**config.mk**
```make
export PLATFORM = sky130hd
export DESIGN_NAME = conv_2_div_seq
export DESIGN_NICKNAME = d
export VERILOG_FILES = /design/src/rtl/conv_2_div_pkg.sv /design/src/rtl/conv_2_div_sat_fix.sv /design/src/rtl/conv_2_div_seq.sv
export SDC_FILE = /design/constraint.sdc
export NUM_CORES = 1
export LEC_CHECK = 0
export BUFFER_PORTS_ARGS = -buffer_cell sky130_fd_sc_hd__buf_2
export CAP_MARGIN = 20
export CORE_AREA = 10 10 122 124
export CTS_BUF_LIST = sky130_fd_sc_hd__clkbuf_2 sky130_fd_sc_hd__clkbuf_4 sky130_fd_sc_hd__clkbuf_8
export DETAILED_ROUTE_END_ITERATION = 16
export DIE_AREA = 0 0 132 134
export PLACE_DENSITY = 0.67
export SYNTH_ARGS = -nofsm -noshare
export SYNTH_HDL_FRONTEND = slang
export SYNTH_HIERARCHICAL = 1
export SYNTH_SLANG_ARGS = --single-unit
export TNS_END_PERCENT = 30
```
**constraint.sdc**
```tcl
create_clock -name ap_clk -period 10.4 [get_ports ap_clk]
set_input_delay 0.52 -clock ap_clk [delete_from_list [all_inputs] [get_ports ap_clk]]
set_output_delay 0.52 -clock ap_clk [all_outputs]
set_load 0.02 [all_outputs]
```
**src/rtl/conv_2_div_pkg.sv**
```systemverilog
// Shared types and constants for the conv_2 sequential signed divider.
package conv_2_div_pkg;

    typedef enum logic [1:0] {
        IDLE = 2'd0,
        CALC = 2'd1,
        FIX  = 2'd2,
        DONE = 2'd3
    } state_e;

    localparam int DIVIDEND_W_DEF = 24;
    localparam int DIVISOR_W_DEF  = 8;
    localparam int QUOT_W_DEF     = 16;

    localparam logic [QUOT_W_DEF-1:0] QMAX = 16'h7FFF;
    localparam logic [QUOT_W_DEF-1:0] QMIN = 16'h8000;

    localparam int CNT_W = $clog2(DIVIDEND_W_DEF);

endpackage

```
**src/rtl/conv_2_div_sat_fix.sv**
```systemverilog
// Sign application and quotient saturation for the conv_2 divider result.
module conv_2_div_sat_fix
    import conv_2_div_pkg::*;
#(
    parameter int DIVIDEND_W = DIVIDEND_W_DEF,
    parameter int DIVISOR_W  = DIVISOR_W_DEF,
    parameter int QUOT_W     = QUOT_W_DEF
) (
    input  logic [DIVIDEND_W-1:0]      q_mag,
    input  logic [DIVISOR_W-1:0]       r_mag,
    input  logic                       q_neg,
    input  logic                       r_neg,
    output logic signed [QUOT_W-1:0]   quot,
    output logic signed [DIVISOR_W-1:0] rem,
    output logic                       ovf
);

    // Largest magnitudes representable as positive / negative quotients.
    localparam logic [DIVIDEND_W-1:0] POS_LIM = DIVIDEND_W'((64'd1 << (QUOT_W-1)) - 64'd1);
    localparam logic [DIVIDEND_W-1:0] NEG_LIM = DIVIDEND_W'(64'd1 << (QUOT_W-1));

    logic [DIVIDEND_W-1:0] q_negated;
    logic [DIVISOR_W-1:0]  r_negated;

    always_comb begin
        q_negated = ~q_mag + 1'b1;
        r_negated = ~r_mag + 1'b1;
        quot      = '0;
        ovf       = 1'b0;
        if (q_neg) begin
            if (q_mag > NEG_LIM) begin
                quot = QUOT_W'(QMIN);
                ovf  = 1'b1;
            end else begin
                quot = q_negated[QUOT_W-1:0];
            end
        end else begin
            if (q_mag > POS_LIM) begin
                quot = QUOT_W'(QMAX);
                ovf  = 1'b1;
            end else begin
                quot = q_mag[QUOT_W-1:0];
            end
        end
        rem = r_neg ? r_negated : r_mag;
    end

endmodule

```
**src/rtl/conv_2_div_seq.sv**
```systemverilog
// Restoring signed divider (one quotient bit per cycle) with valid/ready handshakes.
// Build option: CONV_2_DIV_BYPASS_EN lets a new operand pair enter while the result drains.
module conv_2_div_seq
    import conv_2_div_pkg::*;
#(
    parameter int DIVIDEND_W = DIVIDEND_W_DEF,
    parameter int DIVISOR_W  = DIVISOR_W_DEF,
    parameter int QUOT_W     = QUOT_W_DEF
) (
    input  logic                        ap_clk,
    input  logic                        ap_rst_n,
    input  logic                        in_valid,
    output logic                        in_ready,
    input  logic signed [DIVIDEND_W-1:0] din0,
    input  logic signed [DIVISOR_W-1:0]  din1,
    output logic                        out_valid,
    input  logic                        out_ready,
    output logic signed [QUOT_W-1:0]    quot,
    output logic signed [DIVISOR_W-1:0] rem,
    output logic                        div_zero,
    output logic                        ovf
);

    state_e                      state_q, state_d;
    logic                        in_ready_q, in_ready_d;
    logic                        out_valid_q, out_valid_d;
    logic [DIVIDEND_W-1:0]       dvd_q, dvd_d;
    logic [DIVISOR_W-1:0]        dvs_q, dvs_d;
    logic [DIVISOR_W:0]          pr_q, pr_d;
    logic [DIVIDEND_W-1:0]       qmag_q, qmag_d;
    logic [CNT_W-1:0]            cnt_q, cnt_d;
    logic                        q_neg_q, q_neg_d;
    logic                        r_neg_q, r_neg_d;
    logic signed [QUOT_W-1:0]    quot_q, quot_d;
    logic signed [DIVISOR_W-1:0] rem_q, rem_d;
    logic                        div_zero_q, div_zero_d;
    logic                        ovf_q, ovf_d;

    logic                        accept;
    logic [DIVIDEND_W-1:0]       din0_abs;
    logic [DIVISOR_W-1:0]        din1_abs;
    logic [DIVISOR_W:0]          pr_shift, pr_trial;
    logic                        step_ge;
    logic signed [QUOT_W-1:0]    fix_quot;
    logic signed [DIVISOR_W-1:0] fix_rem;
    logic                        fix_ovf;

`ifdef CONV_2_DIV_BYPASS_EN
    assign in_ready = in_ready_q || ((state_q == DONE) && out_ready);
`else
    assign in_ready = in_ready_q;
`endif
    assign accept = in_valid && in_ready;

    conv_2_div_sat_fix #(
        .DIVIDEND_W (DIVIDEND_W),
        .DIVISOR_W  (DIVISOR_W),
        .QUOT_W     (QUOT_W)
    ) u_sat_fix (
        .q_mag (qmag_q),
        .r_mag (pr_q[DIVISOR_W-1:0]),
        .q_neg (q_neg_q),
        .r_neg (r_neg_q),
        .quot  (fix_quot),
        .rem   (fix_rem),
        .ovf   (fix_ovf)
    );

    always_comb begin
        state_d    = state_q;
        dvd_d      = dvd_q;
        dvs_d      = dvs_q;
        pr_d       = pr_q;
        qmag_d     = qmag_q;
        cnt_d      = cnt_q;
        q_neg_d    = q_neg_q;
        r_neg_d    = r_neg_q;
        quot_d     = quot_q;
        rem_d      = rem_q;
        div_zero_d = div_zero_q;
        ovf_d      = ovf_q;

        din0_abs = din0[DIVIDEND_W-1] ? (~din0 + 1'b1) : din0;
        din1_abs = din1[DIVISOR_W-1]  ? (~din1 + 1'b1) : din1;
        pr_shift = {pr_q[DIVISOR_W-1:0], dvd_q[cnt_q]};
        pr_trial = pr_shift - {1'b0, dvs_q};
        step_ge  = (pr_shift >= {1'b0, dvs_q});

        case (state_q)
            CALC: begin
                pr_d   = step_ge ? pr_trial : pr_shift;
                qmag_d = {qmag_q[DIVIDEND_W-2:0], step_ge};
                if (cnt_q == '0) begin
                    state_d = FIX;
                end else begin
                    cnt_d = cnt_q - 1'b1;
                end
            end
            FIX: begin
                quot_d  = fix_quot;
                rem_d   = fix_rem;
                ovf_d   = fix_ovf;
                state_d = DONE;
            end
            DONE: begin
                if (out_ready) begin
                    state_d = IDLE;
                end
            end
            default: ;
        endcase

        // Accept is only possible in IDLE, or in DONE when the bypass is built in.
        if (accept) begin
            dvd_d      = din0_abs;
            dvs_d      = din1_abs;
            pr_d       = '0;
            qmag_d     = '0;
            cnt_d      = CNT_W'(DIVIDEND_W - 1);
            q_neg_d    = din0[DIVIDEND_W-1] ^ din1[DIVISOR_W-1];
            r_neg_d    = din0[DIVIDEND_W-1];
            div_zero_d = (din1 == '0);
            ovf_d      = 1'b0;
            if (din1 == '0) begin
                quot_d  = din0[DIVIDEND_W-1] ? QUOT_W'(QMIN) : QUOT_W'(QMAX);
                rem_d   = din0[DIVISOR_W-1:0];
                state_d = DONE;
            end else begin
                state_d = CALC;
            end
        end

        in_ready_d  = (state_d == IDLE);
        out_valid_d = (state_d == DONE);
    end

    always_ff @(posedge ap_clk or negedge ap_rst_n) begin
        if (!ap_rst_n) begin
            state_q     <= IDLE;
            in_ready_q  <= 1'b0;
            out_valid_q <= 1'b0;
            dvd_q       <= '0;
            dvs_q       <= '0;
            pr_q        <= '0;
            qmag_q      <= '0;
            cnt_q       <= '0;
            q_neg_q     <= 1'b0;
            r_neg_q     <= 1'b0;
            quot_q      <= '0;
            rem_q       <= '0;
            div_zero_q  <= 1'b0;
            ovf_q       <= 1'b0;
        end else begin
            state_q     <= state_d;
            in_ready_q  <= in_ready_d;
            out_valid_q <= out_valid_d;
            dvd_q       <= dvd_d;
            dvs_q       <= dvs_d;
            pr_q        <= pr_d;
            qmag_q      <= qmag_d;
            cnt_q       <= cnt_d;
            q_neg_q     <= q_neg_d;
            r_neg_q     <= r_neg_d;
            quot_q      <= quot_d;
            rem_q       <= rem_d;
            div_zero_q  <= div_zero_d;
            ovf_q       <= ovf_d;
        end
    end

    assign out_valid = out_valid_q;
    assign quot      = quot_q;
    assign rem       = rem_q;
    assign div_zero  = div_zero_q;
    assign ovf       = ovf_q;

endmodule

```
Yosys cells after proc, flatten, opt, wreduce, memory -nomap -nowiden

Cells that the tools add are included.

Flip-flop bits (word level): 101
Bits of input ports: 36
Output and inout port bits: 28
Logic and storage cells: 74

Add/subtract/negate cells: 6
Order comparisons: 4
Equal/unequal tests: 5
Mux-type cells: 33
Bitwise gates (word level): 5
Reductions and logical operators: 7

Operators with widths:

| cell                                                                          | count |
|---|---|
| 16-bit two-way mux                                                            | 7 |
| 24-bit two-way mux                                                            | 3 |
| 8-bit two-way mux                                                             | 8 |
| 24-bit by 1-bit adder with 24-bit output (second input constant)              | 1 |
| 24-bit by 15-bit > comparator with 1-bit output (second input constant)       | 1 |
| 24-bit by 16-bit > comparator with 1-bit output (second input constant)       | 1 |
| 24-bit inverter                                                               | 1 |
| 16-bit by 1-bit adder with 16-bit output (second input constant)              | 1 |
| 8-bit by 1-bit adder with 8-bit output (second input constant)                | 2 |
| 16-bit inverter                                                               | 1 |
| 8-bit inverter                                                                | 2 |
| 5-bit two-way mux                                                             | 3 |
| 9-bit by 8-bit greater-or-equal comparator with 1-bit output                  | 1 |
| 8-bit zero test                                                               | 1 |
| 2-bit two-way mux                                                             | 4 |
| 8-bit subtractor                                                              | 1 |
| 2-bit equality test (second input constant)                                   | 3 |
| 5-bit by 6-bit less-than comparator with 1-bit output (second input constant) | 1 |
| 1-bit two-way mux                                                             | 6 |
| 2-bit one-hot mux with 3 select lines                                         | 1 |
| 1-bit binary-select mux with 5-bit select                                     | 1 |
| 5-bit zero test                                                               | 1 |
| 5-bit by 1-bit subtractor with 5-bit output (second input constant)           | 1 |
| 2-bit nonzero test                                                            | 2 |
| other kinds (6)                                                               | 6 |

Longest topological paths before layout

Gate-level depths: netlist of the first run.

Depth in word-level cells: 7
Depth in mapped cells: 14
Mapped depth without buffers: 13

By module

Netlist of the first run, hierarchy kept.

By module, submodules not included:

| module             | times used | cells an instance | area each (um2) |
|---|---|---|---|
| conv_2_div_seq     | 1          | 606               | 5302.6 |
| conv_2_div_sat_fix | 1          | 128               | 780.7 |

Least setup slack after synthesis of the first run

No wires, ideal clock.

Path type: reg2reg
Start: register cnt_q[0]
End: register pr_q[1]
Setup time: 0.077 ns
Arrival: 3.777 ns
Data required time: 10.323 ns
Setup slack: 6.545 ns
Cell stages (with the launch flop): 13
Period minus slack after synthesis: 3.855 ns
Cells stage by stage: dfrtp_1 -> clkbuf_1 -> mux4_2 -> o211ai_1 -> o21ai_0 -> a41oi_1 -> ha_1 -> nor2b_1 -> o21ai_0 -> a311oi_1 -> a2111oi_2 -> mux2_2 -> a21oi_1

Cells in the longest elaborated chain, start to end: 6
Elaborated cells on any way between the ends: 7

Ends and longest elaborated chain:

| element                                                                                          | line                                       | source |
|---|---|---|
| start: declaration                                                                               | conv_2_div_seq.sv:31                       | `logic [CNT_W-1:0] cnt_q, cnt_d;` |
| start signal: assignment                                                                         | conv_2_div_seq.sv:161                      | `cnt_q <= cnt_d;` |
| 1-bit binary-select mux with 5-bit select (*)                                                    | conv_2_div_seq.sv:85                       | `pr_shift = {pr_q[DIVISOR_W-1:0], dvd_q[cnt_q]};` |
| 1-bit two-way mux (not written as such) (*)                                                      | conv_2_div_seq.sv:85                       |  |
| 8-bit subtractor or 9-bit by 8-bit greater-or-equal comparator with 1-bit output (tied branches) | conv_2_div_seq.sv:86, conv_2_div_seq.sv:87 |  |
| 8-bit two-way mux (*)                                                                            | conv_2_div_seq.sv:91                       | `pr_d = step_ge ? pr_trial : pr_shift;` |
| 8-bit two-way mux (*)                                                                            | conv_2_div_seq.sv:89                       | `case (state_q)` |
| 8-bit two-way mux (*)                                                                            | conv_2_div_seq.sv:114                      | `if (accept) begin` |
| end signal: assignment                                                                           | conv_2_div_seq.sv:159                      | `pr_q <= pr_d;` |
| end: declaration                                                                                 | conv_2_div_seq.sv:29                       | `logic [DIVISOR_W:0] pr_q, pr_d;` |

Mark *: on every way between the ends. The rest lies on a longest branch, timed or not. The select of a mux whose other input is x is not followed.
A chain may end at the register's enable or synchronous reset.

Worst setup path in the final report of the first run

Start: register cnt_q[0]
End: register pr_q[4]

The elaborated chain is that of the path after synthesis.

==> results of run 1 <==
==> cell type report <==
| type | count | area [um^2] | area share [%] |
|---|---|---|---|
| clock inverters | 2 | 12.5 | 0.188 |
| inverters | 28 | 105 | 1.58 |
| multi-input cells | 559 | 3270 | 49.2 |
| flip-flops and latches | 101 | 2530 | 38.0 |
| clock buffers | 11 | 145 | 2.18 |
| well taps | 172 | 215 | 3.23 |
| repair buffers | 71 | 378 | 5.68 |
==> synth_stat cells (5+ instances only) <==
library cell,instances
nor2_1,43
ha_1,15
nand4_1,7
nor3_1,15
nand3_1,18
a21oi_1,49
clkbuf_1,41
inv_1,27
or4_1,8
nor4_1,7
xor2_1,23
o21ai_0,60
dfrtp_1,101
nand2_1,166
or3_1,6
nor2b_1,7
xnor2_1,16
o31ai_1,10
a311oi_1,5
mux2i_1,11
a31oi_1,26
==> power by group <==
group,internal (mW),switching (mW)
registers,0.533,0.171
logic,0.396,0.532
clock network,0.0920,0.132
total,1.02,0.835
==> cell families after synthesis <==
logic type	share of synthesized area (%)
mux	3.66
flops	41.5
compound gates	18.1
simple gates	22.9
buf+inv	4.77
fa+ha+maj	3.41
xor+xnor	5.61
==> metrics by stage <==
stage | area (um^2) | worst slack (ps) | hold WS [ps]
6_report | 6650 | 6460 | 95.1
2_1_floorplan | 6080 | 6550 | 224
5_1_grt | 6650 | 6050 | 123
4_1_cts | 6650 | 6030 | 95.3
3_5_place_dp | 6490 | 6080 | 456
3_3_place_gp | 6490 | 6140 | 454
==> worst paths after layout <==
| path | to | cells past startpoint | from | slack [ps] |
|---|---|---|---|---|
| worst max-delay path | pr_q[4]$_DFFE_PN0P_ | 13 | cnt_q[0]$_DFFE_PN0P_ | 6460 |
| worst min register to register | dvd_q[23]$_DFFE_PN0P_ | 2 | dvd_q[23]$_DFFE_PN0P_ | 480 |
| worst min-delay path | dvd_q[15]$_DFFE_PN0P_ | 1 | ap_rst_n | 100 |
| worst max register to register | pr_q[4]$_DFFE_PN0P_ | 13 | cnt_q[0]$_DFFE_PN0P_ | 6460 |
| min in group ap_clk | dvs_q[0]$_DFFE_PN0P_ | 3 | din1[0] | 420 |
| max in group asynchronous | qmag_q[14]$_DFFE_PN0P_ | 2 | ap_rst_n | 9150 |
==> worst max-delay path, delay by kind of cell, from the launching register on <==
| family | cells | cell delay [ps] |
|---|---|---|
| buffers and inverters | 1 | 310 |
| AO/OA/AOI/OAI | 6 | 1520 |
| flip-flops | 1 | 680 |
| multiplexers | 2 | 600 |
| adder cells (fa/ha/maj) | 1 | 240 |
| AND/OR/NAND/NOR | 3 | 460 |
==> flip-flops by register name, indices dropped and copies added, names as in the netlist <==
name	count
out_valid	1
qmag_q	24
pr_q	8
in_ready	1
cnt_q	5
dvd_q	24
quot	16
dvs_q	8
ovf	1
state_q	2
div_zero	1
rem	8
q_neg_q	1
r_neg_q	1
==> metal layers <==
layer  vias up  routed length, um  GRT usage, %
met5         -                  0             0
li1       2643                  -             -
met1      2628               7120          22.8
met4         0                272          5.87
met3        20                744          4.18
met2       115               7500          28.9
==> metrics.yaml, run 1 <==
outcome: "finished clean"
gr-total-overflow: 0
cts_max_path_buffers: 2
p_leak_nw: 3.02
worst_setup_hold_path_clk_slew_ps: 90
syn_inst: 734
post_cts_resize_count: 0
dieWidth_um: 132
deepest_level_of_the_cts_h_tree: 3
top_level_ports: 64
number_of_enable_type_register_cells_in_the_synthesized_netlist: 0
finalHoldViolations: 0
timing.critical_path.required_ps: 10660
final_cell_count_no_fill: 944
routed_wire_length_per_instance_um: 16.6
layout_min_cycle_time_ps: 3940
first_pass_iters: 5
critical_path.endpoint_type: "register"
post_synthesis_sequential_element_count: 101
first_global_vias: 5314
synth-seq-area-share_pct: 41.5
layout.core_utilization_pct: 53.4
number_of_fillers_in_the_final_layout: 1208
crit_path_cell_trace: "mux2_2, or3_1, nand4b_1, o21ai_0, a41oi_1, ha_1, nor2b_1, o21ai_0, a311oi_1, a2111oi_2, clkbuf_4, mux2i_1, a21oi_1"
ir_drop_uv: 180
largest_net_degree_at_the_start_of_global_routing: 86
cts_hold_buf: 0
max_slew.worst_pin.slew_ps: 1040
power_mw: 1.86
detail_route.drc_violations: 0
starting_drc_count_in_detailed_routing: 312
synth.lib_cells_used.distinct: 65
critical_path.startpoint_type: "register"
syn_to_final_growth_pct: 9.38
unrepaired_setup_endpoints_after_global_routing: "no"
dieArea_mm2: 0.0177
layout_worst_path_cycle_share_pct: 37.9
worstHoldPathType: "in -> async"
yosys-top-cells-area: "dfrtp_1, nand2_1, o21ai_0"
worst-path-max-fanout: 11
synth-main-ff-cell: "dfrtp_1"
cts_tree: "done"
power.density_cell_area_mw_per_mm2: 279
ys_async_sr_fraction_pct: 100
number_of_buffers_inserted_during_clock_tree_synthesis: 9
crit_path_frequent_cell: "o21ai_0"
antenna_violations_before_repair: 0
slew-limit-headroom_pct: 30.8
max_clk_rate_mhz: 254
timing.setup.critical_path_class: "reg -> reg"
worst_ep_arrival_time_ps: 4200
vias_per_cell: 5.73
initial_core_util_pct: 48.8
die_height_um: 134
finalSetupViolCount: 0
row_count: 41
root_buffer: "clkbuf_8"
synth.yosys.warnings: 6
synthesis.area_per_instance_um2: 8.29
buffer_ports.inserted: 63
layout.cells.most_common_list: "nand2_1, dfrtp_1, buf_2"
detail_route.wirelength_mm: 15.6
postSynthNetCount: 786
cts.sink_count: 101
vias: 5406
fraction_of_post_synthesis_cell_area_in_the_top_cell_type_by_area_pct: 41.5
global_route.usage.total_pct: 17.8
tns_ps: 0
most_common_library_cell_in_the_layout_ignoring_fill_and_taps: "nand2_1"
post_cts.repair.setup_buffers: 0
yosys.area.top_type: "dfrtp_1"
syn_area_mm2: 0.00608
clk-insertion-delay-late_ps: 390
place.detailed.instances: 930
cp_slowest_cell: "dfrtp_1"
layout-drive-gt1-share_pct: 13.6
drt.antenna.violating_nets: 0
crit_path_max_incr_delay_ps: 680
antenna-diode-count: 0
finalWeightedCongestion: 0.925
coreArea_mm2: 0.0125
skew_ps: 10.8
post-dp-hpwl_mm: 11.2
finalNetCount: 822
max_cap_violations: 0
drv_slew: 0
grt_first_pass_wirelength_mm: 26.2
Note: power is estimated with default switching activity, not from simulation.
==> run 2, diff against run 1 <==
==> constraint.sdc (replaced) <==
create_clock -name ap_clk -period 3.73 [get_ports ap_clk]
set_input_delay 0.1865 -clock ap_clk [delete_from_list [all_inputs] [get_ports ap_clk]]
set_output_delay 0.1865 -clock ap_clk [all_outputs]
set_load 0.02 [all_outputs]
==> run 2 against run 1 <==
Compared with the run above: highest routed layer unchanged; register-to-register slack worse by 6200 ps; clock power increased to 2.9 times the previous value; sequential share of layout area decreased by 0.49 points; routed wire length increased by 0.62%; first-iteration DRC count rose by 25%; critical path type unchanged; global-route usage grew 0.12 points; hold slack got worse by 17 ps; sequential cell count did not move; largest power group unchanged; power grew to 2.8 times the previous value; non-clock buffer count is 4 higher.
==> metrics.yaml, run 2 (synthesis results as in run 1) <==
outcome: "finished clean"
detail_route.drc_violations: 0  # unchanged
power_frac_clock_pct: 12.3  # +0.2 points
finalWeightedCongestion: 0.857  # -7.3%
timing.setup.critical_path_class: "reg -> reg"
layout_worst_path_cycle_share_pct: 92.8  # +55 points
skew_ps: 11.3  # +0.547 ps
finalSetupViolCount: 0  # unchanged
switchingPower_mw: 2.39  # +190%
deepest_level_of_the_cts_h_tree: 3  # unchanged
root_buffer: "clkbuf_8"
ir_drop_uv: 492  # +170%
post_cts.repair.setup_buffers: 0  # unchanged
seq_power_share_pct: 37.3  # -0.6 points
layout.cells.most_common_list: "nand2_1, dfrtp_1, buf_2"
clk-insertion-delay-late_ps: 380  # about the same
gr-total-overflow: 0  # unchanged
cts_tree: "done"
layout-drive-gt1-share_pct: 14.4  # +0.79 points
routed_wire_length_per_instance_um: 16.6  # about the same
cp_slowest_cell: "dfrtp_2"
syn_to_final_growth_pct: 10.9
top_level_ports: 64  # unchanged
number_of_buffers_inserted_during_clock_tree_synthesis: 9  # unchanged
cts.sink_count: 101  # unchanged
first_global_vias: 5352  # +0.72%
drt.antenna.violating_nets: 0  # unchanged
post-dp-hpwl_mm: 11.6  # +3.3%
timing.critical_path.required_ps: 3960  # -6700 ps
power.density_cell_area_mw_per_mm2: 782  # +180%
initial_core_util_pct: 48.8  # unchanged
slew-limit-headroom_pct: 30.4  # -0.40 points
number_of_fillers_in_the_final_layout: 1170  # -3.1%
row_count: 41  # unchanged
max_slew.worst_pin.slew_ps: 1040  # +6.00 ps
cellInternalPower_mw: 2.88  # +180%
worstHoldPathType: "in -> reg"
p_leak_nw: 3.03  # +0.61%
hold-worst-slack_ps: 77.7  # -17.3 ps
max_clk_rate_mhz: 289  # +14%
most_common_library_cell_in_the_layout_ignoring_fill_and_taps: "nand2_1"
worst_setup_hold_path_clk_slew_ps: 100  # about the same
critical_path.endpoint_type: "register"
drv_slew: 0  # unchanged
vias_per_cell: 5.71  # -0.26%
timing.final.ws_setup_ps: 267  # -6190 ps
finalHoldViolations: 0  # unchanged
detail_route.wirelength_mm: 15.7  # +0.62%
place_worst_setup_slack_ps: 97.2  # -5980 ps
swShare_pct: 45.3  # +0.30 points
max_cap_violations: 0  # unchanged
p_comb_share_pct: 50.4  # +0.4 points
crit_path_max_incr_delay_ps: 480  # -200 ps
tns_ps: 0  # unchanged
dieWidth_um: 132  # unchanged
finalNetCount: 826  # +0.49%
crit_path_cell_trace: "mux2_2, or3_1, nand4b_1, o21ai_0, a41oi_2, ha_1, nor2b_1, o21ai_0, a311oi_1, a2111oi_4, buf_4, mux2i_1, a21oi_1"
coreArea_mm2: 0.0125  # unchanged
post_dp_cell_area_mm2: 0.00652  # +0.54%
die_height_um: 134  # unchanged
crit_path_frequent_cell: "o21ai_0"
antenna-diode-count: 0  # unchanged
buffer_ports.inserted: 63  # unchanged
cts_max_path_buffers: 2  # unchanged
worst-path-max-fanout: 8  # -3
critical_path.startpoint_type: "register"
grt_first_pass_wirelength_mm: 26.6  # +1.3%
worst_ep_arrival_time_ps: 3700  # -500 ps
starting_drc_count_in_detailed_routing: 390  # +25%
dieArea_mm2: 0.0177  # unchanged
layout_min_cycle_time_ps: 3460  # -481 ps
global_route.usage.total_pct: 17.9  # +0.12 points
unrepaired_setup_endpoints_after_global_routing: "no"
antenna_violations_before_repair: 0  # unchanged
vias: 5426  # +0.37%
final_area_mm2: 0.00674  # +1.4%
largest_net_degree_at_the_start_of_global_routing: 85  # -1.2%
first_pass_iters: 5  # unchanged
-- run 2: path summary, 6_finish.rpt --
kind	slack [ps]	cells after the start	end	startpoint
worst max-delay path	270	13	pr_q[3]$_DFFE_PN0P_	cnt_q[0]$_DFFE_PN0P_
worst min-delay path	80	3	dvd_q[23]$_DFFE_PN0P_	din0[22]
worst max register to register	270	13	pr_q[3]$_DFFE_PN0P_	cnt_q[0]$_DFFE_PN0P_
worst min register to register	490	2	dvd_q[20]$_DFFE_PN0P_	dvd_q[20]$_DFFE_PN0P_
max in group asynchronous	2620	3	cnt_q[0]$_DFFE_PN0P_	ap_rst_n
min in group asynchronous	300	2	dvd_q[18]$_DFFE_PN0P_	ap_rst_n
-- run 2: timing repair --
item | CTS | global route
setup endpoints to repair | 0 | 7
resized for setup | 0 | 3
hold endpoints to repair | 33 | 0
hold buffers | 1 | 0
-- run 2: power groups by stage --
stage	combinational, mW	sequential (mW)	clock, mW
2_1_floorplan	2.00	1.89	0
3_3_place_gp	2.51	1.96	0
3_5_place_dp	2.62	1.98	0
4_1_cts	2.63	1.96	0.664
5_1_grt	2.97	2.04	0.706
6_report	2.66	1.97	0.647
-- run 2: metal layers --
metal,global-route usage [%],part of all wire [%],up-vias
met4,6.98,1.9,0
met5,0,0,-
met1,23.5,46,2631
met3,2.76,4.3,22
met2,29.0,48,128
li1,-,-,2645
-- run 2: critical path, delay by kind of cell (launching register included) --
| kind | cells | cell delay, ps |
|---|---|---|
| muxes | 2 | 570 |
| DFF | 1 | 480 |
| buffers and inverters | 1 | 240 |
| adders and majority gates | 1 | 220 |
| and+or+nand+nor | 3 | 470 |
| AOI/OAI and AO/OA | 6 | 1350 |
-- run 2: per-stage QoR --
step	util [%]	power (mW)	cells
after CTS	53.8	5.26	949
after global placement	52.3	4.47	933
after detailed placement	52.3	4.60	933
final	54.1	5.27	950
after floorplan	-	3.88	734
after global routing	54.1	5.72	950
-- run 2: layout make-up --
type                    instances  area (um^2)  share of cell area [%]
flip-flops and latches        101         2530                    37.5
well taps                     172          215                    3.19
repair buffers                 75          428                    6.35
clock inverters                 5         37.5                   0.557
multi-input cells             559         3290                    48.8
inverters                      28          105                    1.56
clock buffers                  10          138                    2.04
